<file path="src/rtl/frame_batch_sched_if.sv">
// Signal bundle between the batch scheduler, its host and the per-frame pipeline controller.
// Handshakes: batch_start is taken only while busy=0 and no error is latched; start_sys is a
// one-cycle launch; intr_sys is a level answered by intr_clr_sys, held until intr_sys drops.
interface frame_batch_sched_if #(
    parameter int ADDR_W = 19,
    parameter int CNT_W  = 10
);
    logic              batch_start;
    logic [ADDR_W-1:0] base_addr;
    logic [CNT_W-1:0]  frame_count;
    logic [ADDR_W-1:0] frame_stride;
    logic              abort;
    logic              done_clr;
    logic              start_sys;
    logic [ADDR_W-1:0] start_music_addr;
    logic              intr_sys;
    logic              intr_clr_sys;
    logic              busy;
    logic [CNT_W-1:0]  frames_done;
    logic              batch_done;
    logic              aborted;
    logic              err_timeout;
    logic              err_wrap;

    // master is the scheduler itself; slave is the host plus frame controller side.
    modport master (
        input  batch_start, base_addr, frame_count, frame_stride, abort, done_clr, intr_sys,
        output start_sys, start_music_addr, intr_clr_sys, busy, frames_done,
               batch_done, aborted, err_timeout, err_wrap
    );

    modport slave (
        output batch_start, base_addr, frame_count, frame_stride, abort, done_clr, intr_sys,
        input  start_sys, start_music_addr, intr_clr_sys, busy, frames_done,
               batch_done, aborted, err_timeout, err_wrap
    );
endinterface

</file>
<file path="src/rtl/frame_batch_sched.sv">
// Runs a batch of frames through the per-frame controller, stepping the sample address
// by a fixed stride and reporting completion, abort, timeout and address-wrap outcomes.
module frame_batch_sched #(
    parameter int ADDR_W  = 19,
    parameter int CNT_W   = 10,
    parameter int TIMEOUT = 1000000
) (
    input  logic                clk_in,
    input  logic                rst_n,
    frame_batch_sched_if.master bus,
    output logic [2:0]          dbg_state
);
    localparam int TW = (TIMEOUT > 2) ? $clog2(TIMEOUT) : 1;
    localparam logic [TW-1:0] TMO_LAST = TW'(TIMEOUT - 1);

    typedef enum logic [2:0] {
        S_IDLE, S_ISSUE, S_WAIT_FRAME, S_CLEAR, S_NEXT, S_DONE, S_ERROR
    } state_t;

    state_t            state, state_nx;
    logic [ADDR_W-1:0] addr, cfg_stride;
    logic [CNT_W-1:0]  cfg_count, frames_done;
    logic [TW-1:0]     timer;
    logic              busy, batch_done, aborted, err_timeout, err_wrap;

    logic              accept, adv_addr, frame_inc;
    logic              set_done, set_abort, set_tmo, set_wrap;
    logic [ADDR_W:0]   addr_sum;
    logic [CNT_W-1:0]  fd_inc;

    // The extra top bit of the sum is the carry that flags an address wrap.
    assign addr_sum = {1'b0, addr} + {1'b0, cfg_stride};
    assign fd_inc   = frames_done + CNT_W'(1);

    always_comb begin
        state_nx  = state;
        accept    = 1'b0;
        adv_addr  = 1'b0;
        frame_inc = 1'b0;
        set_done  = 1'b0;
        set_abort = 1'b0;
        set_tmo   = 1'b0;
        set_wrap  = 1'b0;
        case (state)
            S_IDLE: begin
                if (bus.batch_start && !busy && !err_timeout && !err_wrap) begin
                    accept   = 1'b1;
                    state_nx = (bus.frame_count == '0) ? S_DONE : S_ISSUE;
                end
            end
            S_ISSUE:      state_nx = S_WAIT_FRAME;
            S_WAIT_FRAME: begin
                if (bus.intr_sys) begin
                    state_nx = S_CLEAR;
                end else if (timer == TMO_LAST) begin
                    state_nx = S_ERROR;
                    set_tmo  = 1'b1;
                end
            end
            S_CLEAR: begin
                if (!bus.intr_sys) state_nx = S_NEXT;
            end
            S_NEXT: begin
                // Completion outranks abort, which outranks the wrap check.
                frame_inc = 1'b1;
                if (fd_inc == cfg_count) begin
                    state_nx = S_DONE;
                end else if (bus.abort) begin
                    state_nx  = S_DONE;
                    set_abort = 1'b1;
                end else if (addr_sum[ADDR_W]) begin
                    state_nx = S_ERROR;
                    set_wrap = 1'b1;
                end else begin
                    adv_addr = 1'b1;
                    state_nx = S_ISSUE;
                end
            end
            S_DONE: begin
                set_done = !aborted;
                state_nx = S_IDLE;
            end
            S_ERROR: begin
                if (bus.done_clr) state_nx = S_IDLE;
            end
            default: state_nx = S_IDLE;
        endcase
    end

    always_ff @(posedge clk_in or negedge rst_n) begin
        if (!rst_n) begin
            state       <= S_IDLE;
            addr        <= '0;
            cfg_stride  <= '0;
            cfg_count   <= '0;
            frames_done <= '0;
            timer       <= '0;
            busy        <= 1'b0;
            batch_done  <= 1'b0;
            aborted     <= 1'b0;
            err_timeout <= 1'b0;
            err_wrap    <= 1'b0;
        end else begin
            state <= state_nx;
            if (accept) begin
                addr        <= bus.base_addr;
                cfg_stride  <= bus.frame_stride;
                cfg_count   <= bus.frame_count;
                frames_done <= '0;
            end
            if (adv_addr)  addr        <= addr_sum[ADDR_W-1:0];
            if (frame_inc) frames_done <= fd_inc;

            if (state == S_ISSUE) begin
                timer <= '0;
            end else if (state == S_WAIT_FRAME && state_nx == S_WAIT_FRAME) begin
                timer <= timer + TW'(1);
            end

            if (state_nx == S_DONE || state_nx == S_ERROR) busy <= 1'b0;
            else if (accept)                               busy <= 1'b1;

            // Sticky flags: a set in the same cycle as a clear is kept.
            if (set_done)                     batch_done  <= 1'b1;
            else if (bus.done_clr || accept)  batch_done  <= 1'b0;
            if (set_abort)                    aborted     <= 1'b1;
            else if (bus.done_clr || accept)  aborted     <= 1'b0;
            if (set_tmo)                      err_timeout <= 1'b1;
            else if (bus.done_clr)            err_timeout <= 1'b0;
            if (set_wrap)                     err_wrap    <= 1'b1;
            else if (bus.done_clr)            err_wrap    <= 1'b0;
        end
    end

    assign bus.start_sys        = (state == S_ISSUE);
    assign bus.intr_clr_sys     = (state == S_CLEAR);
    assign bus.start_music_addr = addr;
    assign bus.busy             = busy;
    assign bus.frames_done      = frames_done;
    assign bus.batch_done       = batch_done;
    assign bus.aborted          = aborted;
    assign bus.err_timeout      = err_timeout;
    assign bus.err_wrap         = err_wrap;
    assign dbg_state            = state;
endmodule

</file>
<file path="src/flat_wrapper.sv">
// flat-port wrapper written by rule: the top's interface ports become plain ports
module frame_batch_sched_flat 
#(
    parameter int ADDR_W  = 19,
    parameter int CNT_W   = 10,
    parameter int TIMEOUT = 1000000
)
  (clk_in, rst_n, dbg_state, bus_batch_start, bus_base_addr, bus_frame_count, bus_frame_stride, bus_abort, bus_done_clr, bus_intr_sys, bus_start_sys, bus_start_music_addr, bus_intr_clr_sys, bus_busy, bus_frames_done, bus_batch_done, bus_aborted, bus_err_timeout, bus_err_wrap);
  frame_batch_sched_if #(.ADDR_W(ADDR_W), .CNT_W(CNT_W)) bus_i ();
  input  logic clk_in;
  input  logic rst_n;
  output logic [2:0] dbg_state;
  input wire logic [$bits(bus_i.batch_start)-1:0] bus_batch_start;
  input wire logic [$bits(bus_i.base_addr)-1:0] bus_base_addr;
  input wire logic [$bits(bus_i.frame_count)-1:0] bus_frame_count;
  input wire logic [$bits(bus_i.frame_stride)-1:0] bus_frame_stride;
  input wire logic [$bits(bus_i.abort)-1:0] bus_abort;
  input wire logic [$bits(bus_i.done_clr)-1:0] bus_done_clr;
  input wire logic [$bits(bus_i.intr_sys)-1:0] bus_intr_sys;
  output wire logic [$bits(bus_i.start_sys)-1:0] bus_start_sys;
  output wire logic [$bits(bus_i.start_music_addr)-1:0] bus_start_music_addr;
  output wire logic [$bits(bus_i.intr_clr_sys)-1:0] bus_intr_clr_sys;
  output wire logic [$bits(bus_i.busy)-1:0] bus_busy;
  output wire logic [$bits(bus_i.frames_done)-1:0] bus_frames_done;
  output wire logic [$bits(bus_i.batch_done)-1:0] bus_batch_done;
  output wire logic [$bits(bus_i.aborted)-1:0] bus_aborted;
  output wire logic [$bits(bus_i.err_timeout)-1:0] bus_err_timeout;
  output wire logic [$bits(bus_i.err_wrap)-1:0] bus_err_wrap;
  assign bus_i.batch_start = bus_batch_start;
  assign bus_i.base_addr = bus_base_addr;
  assign bus_i.frame_count = bus_frame_count;
  assign bus_i.frame_stride = bus_frame_stride;
  assign bus_i.abort = bus_abort;
  assign bus_i.done_clr = bus_done_clr;
  assign bus_i.intr_sys = bus_intr_sys;
  assign bus_start_sys = bus_i.start_sys;
  assign bus_start_music_addr = bus_i.start_music_addr;
  assign bus_intr_clr_sys = bus_i.intr_clr_sys;
  assign bus_busy = bus_i.busy;
  assign bus_frames_done = bus_i.frames_done;
  assign bus_batch_done = bus_i.batch_done;
  assign bus_aborted = bus_i.aborted;
  assign bus_err_timeout = bus_i.err_timeout;
  assign bus_err_wrap = bus_i.err_wrap;
  frame_batch_sched #(.ADDR_W(ADDR_W), .CNT_W(CNT_W), .TIMEOUT(TIMEOUT)) u_core (.clk_in(clk_in), .rst_n(rst_n), .bus(bus_i), .dbg_state(dbg_state));
endmodule
</file>
<file path="config.mk">
export PLATFORM = sky130hd
export DESIGN_NAME = frame_batch_sched_flat
export DESIGN_NICKNAME = d
export VERILOG_FILES = /design/src/rtl/frame_batch_sched_if.sv /design/src/rtl/frame_batch_sched.sv /design/src/flat_wrapper.sv
export SDC_FILE = /design/constraint.sdc
export NUM_CORES = 1
export LEC_CHECK = 0
export ABC_AREA = 1
export ABC_CLOCK_PERIOD_IN_PS = 4580
export CORE_ASPECT_RATIO = 0.6
export CORE_UTILIZATION = 55
export CTS_CLUSTER_SIZE = 16
export DETAILED_ROUTE_END_ITERATION = 8
export PLACE_DENSITY_LB_ADDON = 0.1
export SLEW_MARGIN = 20
export SYNTH_ARGS = -nofsm -noshare
export SYNTH_HDL_FRONTEND = slang
export SYNTH_SLANG_ARGS = --single-unit
</file>
<file path="constraint.sdc">
create_clock -name clk_in -period 4.58 [get_ports clk_in]
set_clock_uncertainty 0.05 [all_clocks]
set_input_delay 0.916 -clock clk_in [delete_from_list [all_inputs] [get_ports clk_in]]
set_output_delay 0.916 -clock clk_in [all_outputs]
set_load 0.01 [all_outputs]
</file>
==> reports/qor.txt, run 1 <==
critical path's slowest cell -> nand3_1
Tmin final -> 3.10 ns
RSZ-0062 raised after global routing -> no
PortBufs -> 92
PD cells -> 635 nW/um2
pins over their slew limit -> 0
top cell family by delay on the critical path -> simple AND/OR/NAND/NOR gates
Die Y -> 80.2 um
Critical Path Max Stage Delay -> 0.60 ns
# diodes -> 0
CP arrival -> 3.32 ns
Skew-Pair Late Insertion Delay -> 0.34 ns
I/O Pins -> 93
Max Cap Viol -> 0
static leakage -> 0.00354 uW
status -> completed
worst vdd ir -> 0.280 mV
hold_buf cts -> 0
buffers inserted by post-CTS timing repair -> 0
Yosys reg bits -> 86
Syn Nets -> 874
Avg Cell Area, Syn -> 7.02 um2
final worst-path cycle share -> 0.676
number of synthesized flops with an enable pin -> 0
global-route wire length before repair -> 25.7 mm
Iter 0 DRT Violations -> 634
total number of vias -> 5692
endpoints failing setup -> 0
Top FF cell, synth -> dfrtp_1
GR Overflow Total -> 0
clock slew at reported path FFs -> 0.06 ns
share of layout cells above drive strength 1 -> 0.0504
library cells used by synthesis -> 41
ys async rst share -> 1.00
nets -> 964
TritonCTS clock tree -> done
Worst Tran Pin Value -> 0.759 ns
CP startpoint kind -> input port
Slew headroom -> 0.492
overall routing resource usage -> 0.309
Initial Utilization -> 0.567
drt wl/cell -> 15.3 um
Pre-Repair DR Iteration Count -> 5
synthesized instance count -> 798
type of the worst setup path -> input port to flip-flop
clock tree sinks -> 86
Worst Path Buf+Inv -> 1
hpwl dp -> 11.3 mm
critical-path cell list -> clkdlybuf4s50_1 -> nor4_1 -> nand3_1 -> o21ai_0 -> nand3b_1 -> a21oi_2 -> nand3_1 -> nand2_1 -> nand2_1
largest net degree at the start of global routing -> 56
synth warn -> 0
Area Growth Syn to Fin -> 24.6%
Max Freq -> 323 MHz
sequential area share after synthesis -> 0.384
setup TNS -> 0 ns
DRT Wirelength -> 15.7 mm
fillers -> 798
Worst Hold Class -> flip-flop to flip-flop
Chip Width -> 132 um
Mapped Area -> 5600 um2
drc violations -> 0
number of cell rows -> 28
core footprint -> 9880 um2
DP Area -> 6630 um2
ANT nets after route -> 0
Root Buffer Master -> clkbuf_16
Num CTS Buffers -> 9
H-tree level count -> 3
WP data required -> 4.81 ns
Post-CTS Resized -> 0
vias in the first global route -> 5308
GPL Wtd Cong -> 0.929
design area -> 6980 um2
Fin. Hold Viols -> 0
initial antenna violation count -> 0
die footprint -> 10600 um2
Worst setup EP type -> flip-flop
total power -> 4430 uW
worst-path fanout max -> 20
Clock Tree Buf Depth -> 2
drt via density -> 5.54
## synthesized netlist by cell type (all sizes together), types with 3 or more instances
cell type | n | share of area
nor4 | 9 | 0.010
clkbuf | 5 | 0.0034
o21ai | 50 | 0.045
nor3 | 18 | 0.017
o22ai | 4 | 0.0045
nand4 | 9 | 0.010
dfrtp | 86 | 0.38
buf | 14 | 0.016
inv | 85 | 0.058
xnor2 | 11 | 0.017
nor2 | 46 | 0.036
nand2 | 298 | 0.20
xor2 | 17 | 0.027
or2 | 4 | 0.0045
nand3 | 75 | 0.067
a21oi | 29 | 0.027
nand3b | 3 | 0.0040
ha | 21 | 0.047
## worst min-delay path: stages (launching register included)
cell and delay, ns:
dfrtp_1 0.34, nand2_1 0.06, nand2_1 0.05
## final cells by class
| type | count | area (um2) | share of cell area |
|---|---|---|---|
| clock inverter | 6 | 118 | 0.0169 |
| multi-input combinational | 606 | 3020 | 0.432 |
| inverter | 87 | 332 | 0.0475 |
| sequential | 86 | 2150 | 0.308 |
| timing repair buffer | 98 | 963 | 0.138 |
| clock buffer | 10 | 229 | 0.0328 |
| tap | 135 | 169 | 0.0242 |
## flip-flops by register name (all words and copies together) (netlist names)
signal,flops
u_core.bus.busy,1
u_core.bus.start_music_addr,19
u_core.timer,20
u_core.dbg_state,3
u_core.bus.aborted,1
u_core.cfg_count,10
u_core.bus.batch_done,1
u_core.bus.err_wrap,1
u_core.bus.err_timeout,1
u_core.bus.frames_done,10
u_core.cfg_stride,19
## logic make-up after synthesis
family | count (synthesis) | share of synthesized area
AO/OA/AOI/OAI | 93 | 0.0901
XOR/XNOR | 28 | 0.0438
adder cells (fa/ha/maj) | 22 | 0.0505
buffers and inverters | 106 | 0.0782
flip-flops | 86 | 0.384
AND/OR/NAND/NOR | 463 | 0.353
## final timing paths
check,start,to,slack (ns),depth (start not counted)
setup / recovery,bus_frame_count[1],u_core.timer[8],1.48,9
hold / removal,u_core.cfg_stride[3],u_core.cfg_stride[3],0.43,2
setup reg to reg,u_core.bus.start_music_addr[10],u_core.timer[8],1.55,13
hold reg to reg,u_core.cfg_stride[3],u_core.cfg_stride[3],0.43,2
max in group asynchronous,rst_n,u_core.timer[17],2.99,2
min in group asynchronous,rst_n,u_core.bus.frames_done[5],0.53,1
## where the power goes
part           total, uW  switching [uW]  leakage, uW  internal (uW)
Clock                857             318     0.000165            539
Combinational       2300            1390      0.00226            912
Sequential          1270             249      0.00112           1020
## layout by cell type (no fill, tap or decap), types with 3 or more instances in the layout
| cell | count |
|---|---|
| a21oi_1 | 28 |
| buf_4 | 7 |
| bufinv_16 | 3 |
| clkbuf_16 | 9 |
| clkdlybuf4s50_1 | 91 |
| dfrtp_1 | 86 |
| ha_1 | 21 |
| inv_1 | 80 |
| inv_2 | 3 |
| nand2_1 | 294 |
| nand2_2 | 3 |
| nand3_1 | 75 |
| nand3b_1 | 3 |
| nand4_1 | 9 |
| nor2_1 | 40 |
| nor2_4 | 4 |
| nor3_1 | 17 |
| nor4_1 | 9 |
| o21ai_0 | 42 |
| o21ai_1 | 7 |
| o22ai_1 | 4 |
| or2_2 | 4 |
| xnor2_1 | 11 |
| xor2_1 | 17 |
## through the flow
stage | util | instances | hold slack [ns] | worst slack [ns]
floorplan | - | 798 | 0.396 | 2.31
global placement | 0.671 | 1012 | 0.413 | 1.23
detailed placement | 0.671 | 1012 | 0.418 | 1.16
CTS | 0.706 | 1028 | 0.434 | 1.49
global route | 0.706 | 1028 | 0.459 | 1.23
finish | 0.706 | 1028 | 0.427 | 1.48
## routing by layer
metal / part of all wire / track usage / routed length [um] / vias to the layer above
met1: 0.48 / 0.456 / 7580 / 2637
met4: 0.0079 / 0.0644 / 125 / 0
met5: 0 / 0 / 0 / -
met3: 0.089 / 0.0600 / 1400 / 20
met2: 0.42 / 0.470 / 6630 / 275
li1: - / - / - / 2760
(Power assumes the default switching activity.)
==> inputs of run 2 (changes only) <==
Settings changed: ABC_CLOCK_PERIOD_IN_PS 4580 to 2900, CORE_UTILIZATION 55 to 54.
Clock period 4.58 ns to 2.9 ns, I/O delays scaled along.
==> run 2 against run 1 <==
Net effect:
- global-route usage down 1.2 points
- cell area grew 0.25%
- first-iteration DRC count shrank 22%
- sequential power is 58% higher
- sequential share of layout area shrank 0.077 points
- via count decreased by 0.60%
- flip-flop and latch count stayed put
- die area is 1.8% higher
==> reports/qor.txt, run 2 (same netlist as run 1, synthesis figures left out) <==
ANT nets after route -> 0
Max Freq -> 374 MHz
Detail Route met3 WL -> 1.28 mm
Worst Hold Class -> input port to asynchronous set/reset pin
Num CTS Buffers -> 9
CP arrival -> 2.85 ns
commonest cells after routing, fill and taps aside -> 294 x nand2_1, 91 x clkdlybuf4s50_1, 86 x dfrtp_1, 80 x inv_1, 75 x nand3_1
max FFs per register -> 20
Root Buffer Master -> clkbuf_16
Worst Tran Pin Value -> 0.620 ns
Fin. Hold Viols -> 0
Max Cap Viol -> 0
Tmin final -> 2.67 ns
M1 WL -> 7.58 mm
I/O Pins -> 93
worst vdd ir -> 0.461 mV
die footprint -> 10800 um2
DRT Wirelength -> 15.3 mm
PortBufs -> 92
overall routing resource usage -> 0.297
total number of vias -> 5658
Slew headroom -> 0.583
TritonCTS clock tree -> done
largest net degree at the start of global routing -> 54
Initial Utilization -> 0.563
GPL Wtd Cong -> 0.901
core footprint -> 9950 um2
initial antenna violation count -> 0
type of the worst setup path -> flip-flop to flip-flop
worst reg2reg path startpoint -> u_core.bus.start_music_addr[14]
nets -> 967
number of cell rows -> 28
Clock Tree Buf Depth -> 2
clock slew at reported path FFs -> 0.07 ns
top layer in use -> met4
share of layout cells above drive strength 1 -> 0.0558
Largest Register -> u_core.timer
Worst setup EP type -> flip-flop
pins over their slew limit -> 0
hpwl dp -> 11.2 mm
Die Y -> 80.9 um
metal2 WL -> 6.29 mm
Skew-Pair Late Insertion Delay -> 0.35 ns
Chip Width -> 133 um
# diodes -> 0
drt via density -> 5.49
Iter 0 DRT Violations -> 494
design area -> 7000 um2
Area Growth Syn to Fin -> 25.0%
clock tree sinks -> 86
static leakage -> 0.00355 uW
final worst-path cycle share -> 0.922
drt wl/cell -> 14.9 um
vias in the first global route -> 5164
GR Overflow Total -> 0
register-to-register setup slack -> 0.23 ns
buffers inserted by post-CTS timing repair -> 0
worst-path fanout max -> 34
final cell count without fillers -> 1031
drc violations -> 0
H-tree level count -> 3
RSZ-0062 raised after global routing -> yes
Pre-Repair DR Iteration Count -> 7
status -> completed
DP Area -> 6680 um2
commonest non-fill, non-tap cell in the layout -> nand2_1
PD cells -> 981 nW/um2
R2R Path End -> u_core.bus.start_music_addr[0]
endpoints failing setup -> 0
R2R cell count -> 15
final core utilization -> 0.703
WP data required -> 3.07 ns
placed cell count -> 1015
total power -> 6870 uW
global-route wire length before repair -> 25.2 mm
setup TNS -> 0 ns
CP startpoint kind -> flip-flop
run 2: worst max-delay path by stage:
stage | start | to | cells after the start
after detailed placement | u_core.bus.start_music_addr[10] | u_core.bus.start_music_addr[0] | 14
final | u_core.bus.start_music_addr[14] | u_core.bus.start_music_addr[0] | 15
after floorplan | u_core.bus.start_music_addr[2] | u_core.bus.start_music_addr[5] | 12
after global routing | u_core.bus.frames_done[1] | u_core.bus.start_music_addr[0] | 17
after global placement | u_core.bus.start_music_addr[10] | u_core.bus.start_music_addr[1] | 13
after CTS | u_core.bus.start_music_addr[10] | u_core.bus.start_music_addr[0] | 14
run 2: layout make-up:
cell class | count | area (um2)
fillers | 831 | 2950
flip-flops and latches | 86 | 2150
repair buffers | 101 | 1010
inverters | 87 | 334
clock buffers | 10 | 239
well taps | 135 | 169
multi-input cells | 606 | 3020
clock inverters | 6 | 68.8
run 2: timing repair:
item                                    in CTS  in global routing
hold buffers                                 0                  0
endpoints found under the setup margin       0                 37
hold endpoints to repair                     0                  0
resized for setup                            0                  3
run 2: worst max-delay path, stage by stage, from the launching register on:
cell and delay [ns]:
dfrtp_1 0.41, ha_1 0.36, nand2_1 0.17, inv_1 0.08, nand2_1 0.09, a21oi_1 0.06, nor2_1 0.13, nand3_1 0.14
nor2_1 0.14, o21ai_2 0.10, nor2_2 0.27, inv_6 0.17, nand2_4 0.10, inv_4 0.10, nand2_1 0.09, nand3_1 0.09
run 2: power breakdown:
part / total (uW) / internal, uW / switching [uW]
combinational: 3650 / 1500 / 2150
clock: 1210 / 696 / 513
sequential: 2010 / 1610 / 394
total: 6870 / 3810 / 3060
run 2: layer usage:
metal,track usage,vias up
li1,-,2768
met1,0.440,2638
met2,0.439,229
met3,0.0649,23
met4,0.0693,0
met5,0,-
run 2: through the flow:
stage	hold WS [ns]	setup WS, ns
final	0.135	0.225
after CTS	0.151	0.162
after floorplan	0.234	0.630
after global placement	0.412	0.252
after global routing	0.170	-0.000361
after detailed placement	0.418	0.188
==> inputs of run 3 (changes only) <==
Settings changed: CORE_UTILIZATION 54 to 35.
==> run 3 against run 2 <==
Net effect:
- the flow now finishes with violations (design-rule violations)
- sequential share of layout area down 0.54 points
- sequential power about the same
- die area up 53%
- worst hold slack better by 0.0091 ns
- non-clock buffer count up 1
- critical path depth down 4
- first-iteration DRC count down 12%
- worst setup slack worse by 0.015 ns
- cell area up 1.8%
- highest routed layer unchanged
==> reports/qor.txt, run 3 (same netlist as run 1, synthesis figures left out) <==
CP arrival -> 2.87 ns
Worst Hold Class -> input port to asynchronous set/reset pin
Initial Utilization -> 0.361
Pre-Repair DR Iteration Count -> 7
Root Buffer Master -> clkbuf_16
part of the power in registers -> 0.285
hold_buf cts -> 0
GR Layer Usage met1 -> 0.337
RSZ-0062 raised after global routing -> yes
Worst setup EP type -> flip-flop
final cell count without fillers -> 1100
# diodes -> 0
total number of vias -> 5390
commonest cells after routing, fill and taps aside -> 294 x nand2_1, 91 x clkdlybuf4s50_1, 86 x dfrtp_1, 80 x inv_1, 75 x nand3_1
design area -> 7120 um2
DP Area -> 6750 um2
register-to-register setup slack -> 0.21 ns
switching fraction of total power -> 0.444
die footprint -> 16500 um2
commonest non-fill, non-tap cell in the layout -> nand2_1
Worst Tran Pin Value -> 0.601 ns
Comb power frac -> 0.531
placed cell count -> 1083
fillers -> 1588
worst vdd ir -> 0.343 mV
type of the worst setup path -> flip-flop to flip-flop
Fin. Hold Viols -> 0
Clock Tree Buf Depth -> 2
share of layout cells above drive strength 1 -> 0.0580
H-tree level count -> 3
Iter 0 DRT Violations -> 437
layer with the highest usage -> met1
Largest Register -> u_core.timer
static leakage -> 0.00357 uW
global-route wire length before repair -> 26.8 mm
DRT Wirelength -> 16.4 mm
number of cell rows -> 35
drt via density -> 4.90
Slew headroom -> 0.595
largest net degree at the start of global routing -> 55
Max Freq -> 372 MHz
Skew-Pair Late Insertion Delay -> 0.35 ns
endpoints failing setup -> 0
WP data required -> 3.08 ns
PD cells -> 989 nW/um2
Tmin final -> 2.69 ns
global routing usage on met2 -> 0.281
I/O Pins -> 93
PortBufs -> 92
GPL Wtd Cong -> 0.882
initial antenna violation count -> 0
flip-flop and latch area -> 2150 um2
Area Growth Syn to Fin -> 27.2%
pins over their slew limit -> 0
drc violations -> 14
hpwl dp -> 12.3 mm
CP startpoint kind -> flip-flop
worst-path fanout max -> 4
Switching Power -> 3130 uW
ANT nets after route -> 0
clock network fraction of design power -> 0.184
P_int -> 3920 uW
met3 GRT Util -> 0.0413
drt wl/cell -> 14.9 um
status -> finished, violations left
nets -> 968
Max Cap Viol -> 0
clock slew at reported path FFs -> 0.07 ns
TritonCTS clock tree -> done
Num CTS Buffers -> 9
Chip Width -> 165 um
failing checks -> design-rule violations
Die Y -> 100 um
area of the multi-input gates -> 3030 um2
max FFs per register -> 20
core footprint -> 15500 um2
clock tree sinks -> 86
GR Overflow Total -> 0
vias in the first global route -> 5148
final worst-path cycle share -> 0.927
overall routing resource usage -> 0.209
[run 3: metal layers]
layer  vias up  share of wire
met5         -              0
met4         0         0.0048
met3         6          0.057
met2       119           0.38
met1      2499           0.56
li1       2766              -
[run 3: repair_timing]
item | 4_1_cts | 5_1_grt
setup buffers | 0 | 1
endpoints found under the setup margin | 0 | 39
resized for setup | 0 | 7
[run 3: stage by stage]
| step | hold WS, ns | setup WS, ns | utilization | setup TNS [ns] | power [uW] |
|---|---|---|---|---|---|
| 2_1_floorplan | 0.234 | 0.630 | - | 0 | 4350 |
| 3_3_place_gp | 0.412 | 0.168 | 0.436 | 0 | 5590 |
| 3_5_place_dp | 0.421 | 0.118 | 0.436 | 0 | 5650 |
| 4_1_cts | 0.158 | 0.0968 | 0.456 | 0 | 6990 |
| 5_1_grt | 0.191 | -0.0111 | 0.459 | -0.0111 | 7630 |
| 6_report | 0.144 | 0.211 | 0.459 | 0 | 7040 |
[run 3: critical path, cell delays in order, from the launching register on]
cell	delay (ns)
dfrtp_1	0.42
ha_1	0.38
nand2_1	0.10
o21ai_0	0.24
buf_4	0.19
a21oi_1	0.09
o21ai_0	0.50
nand4_1	0.21
nand3_1	0.14
nand3_1	0.11
nand2_1	0.08
nand2_1	0.05
[run 3: cell type report]
cell class                      count  area share
Clock inverter                      5      0.0114
Inverter                           87      0.0473
Clock buffer                       11      0.0341
Timing Repair Buffer              102       0.144
Tap cell                          203      0.0357
Sequential cell                    86       0.302
Multi-Input combinational cell    606       0.426
[run 3: worst paths after layout]
kind,end,startpoint,cells after the start
worst max-delay path,u_core.bus.start_music_addr[15],u_core.bus.start_music_addr[2],11
worst min register to register,u_core.cfg_stride[18],u_core.cfg_stride[18],2
worst max register to register,u_core.bus.start_music_addr[15],u_core.bus.start_music_addr[2],11
worst min-delay path,u_core.cfg_stride[13],rst_n,1
max in group asynchronous,u_core.cfg_stride[17],rst_n,2
min in group clk_in,u_core.cfg_stride[18],u_core.cfg_stride[18],2
[run 3: power by group through the flow]
stage | logic [uW] | registers, uW | clock network (uW)
after floorplan | 2360 | 2000 | 0
after global placement | 3570 | 2020 | 0
after detailed placement | 3630 | 2020 | 0
after CTS | 3660 | 2000 | 1330
after global routing | 4180 | 2070 | 1380
final | 3740 | 2010 | 1290
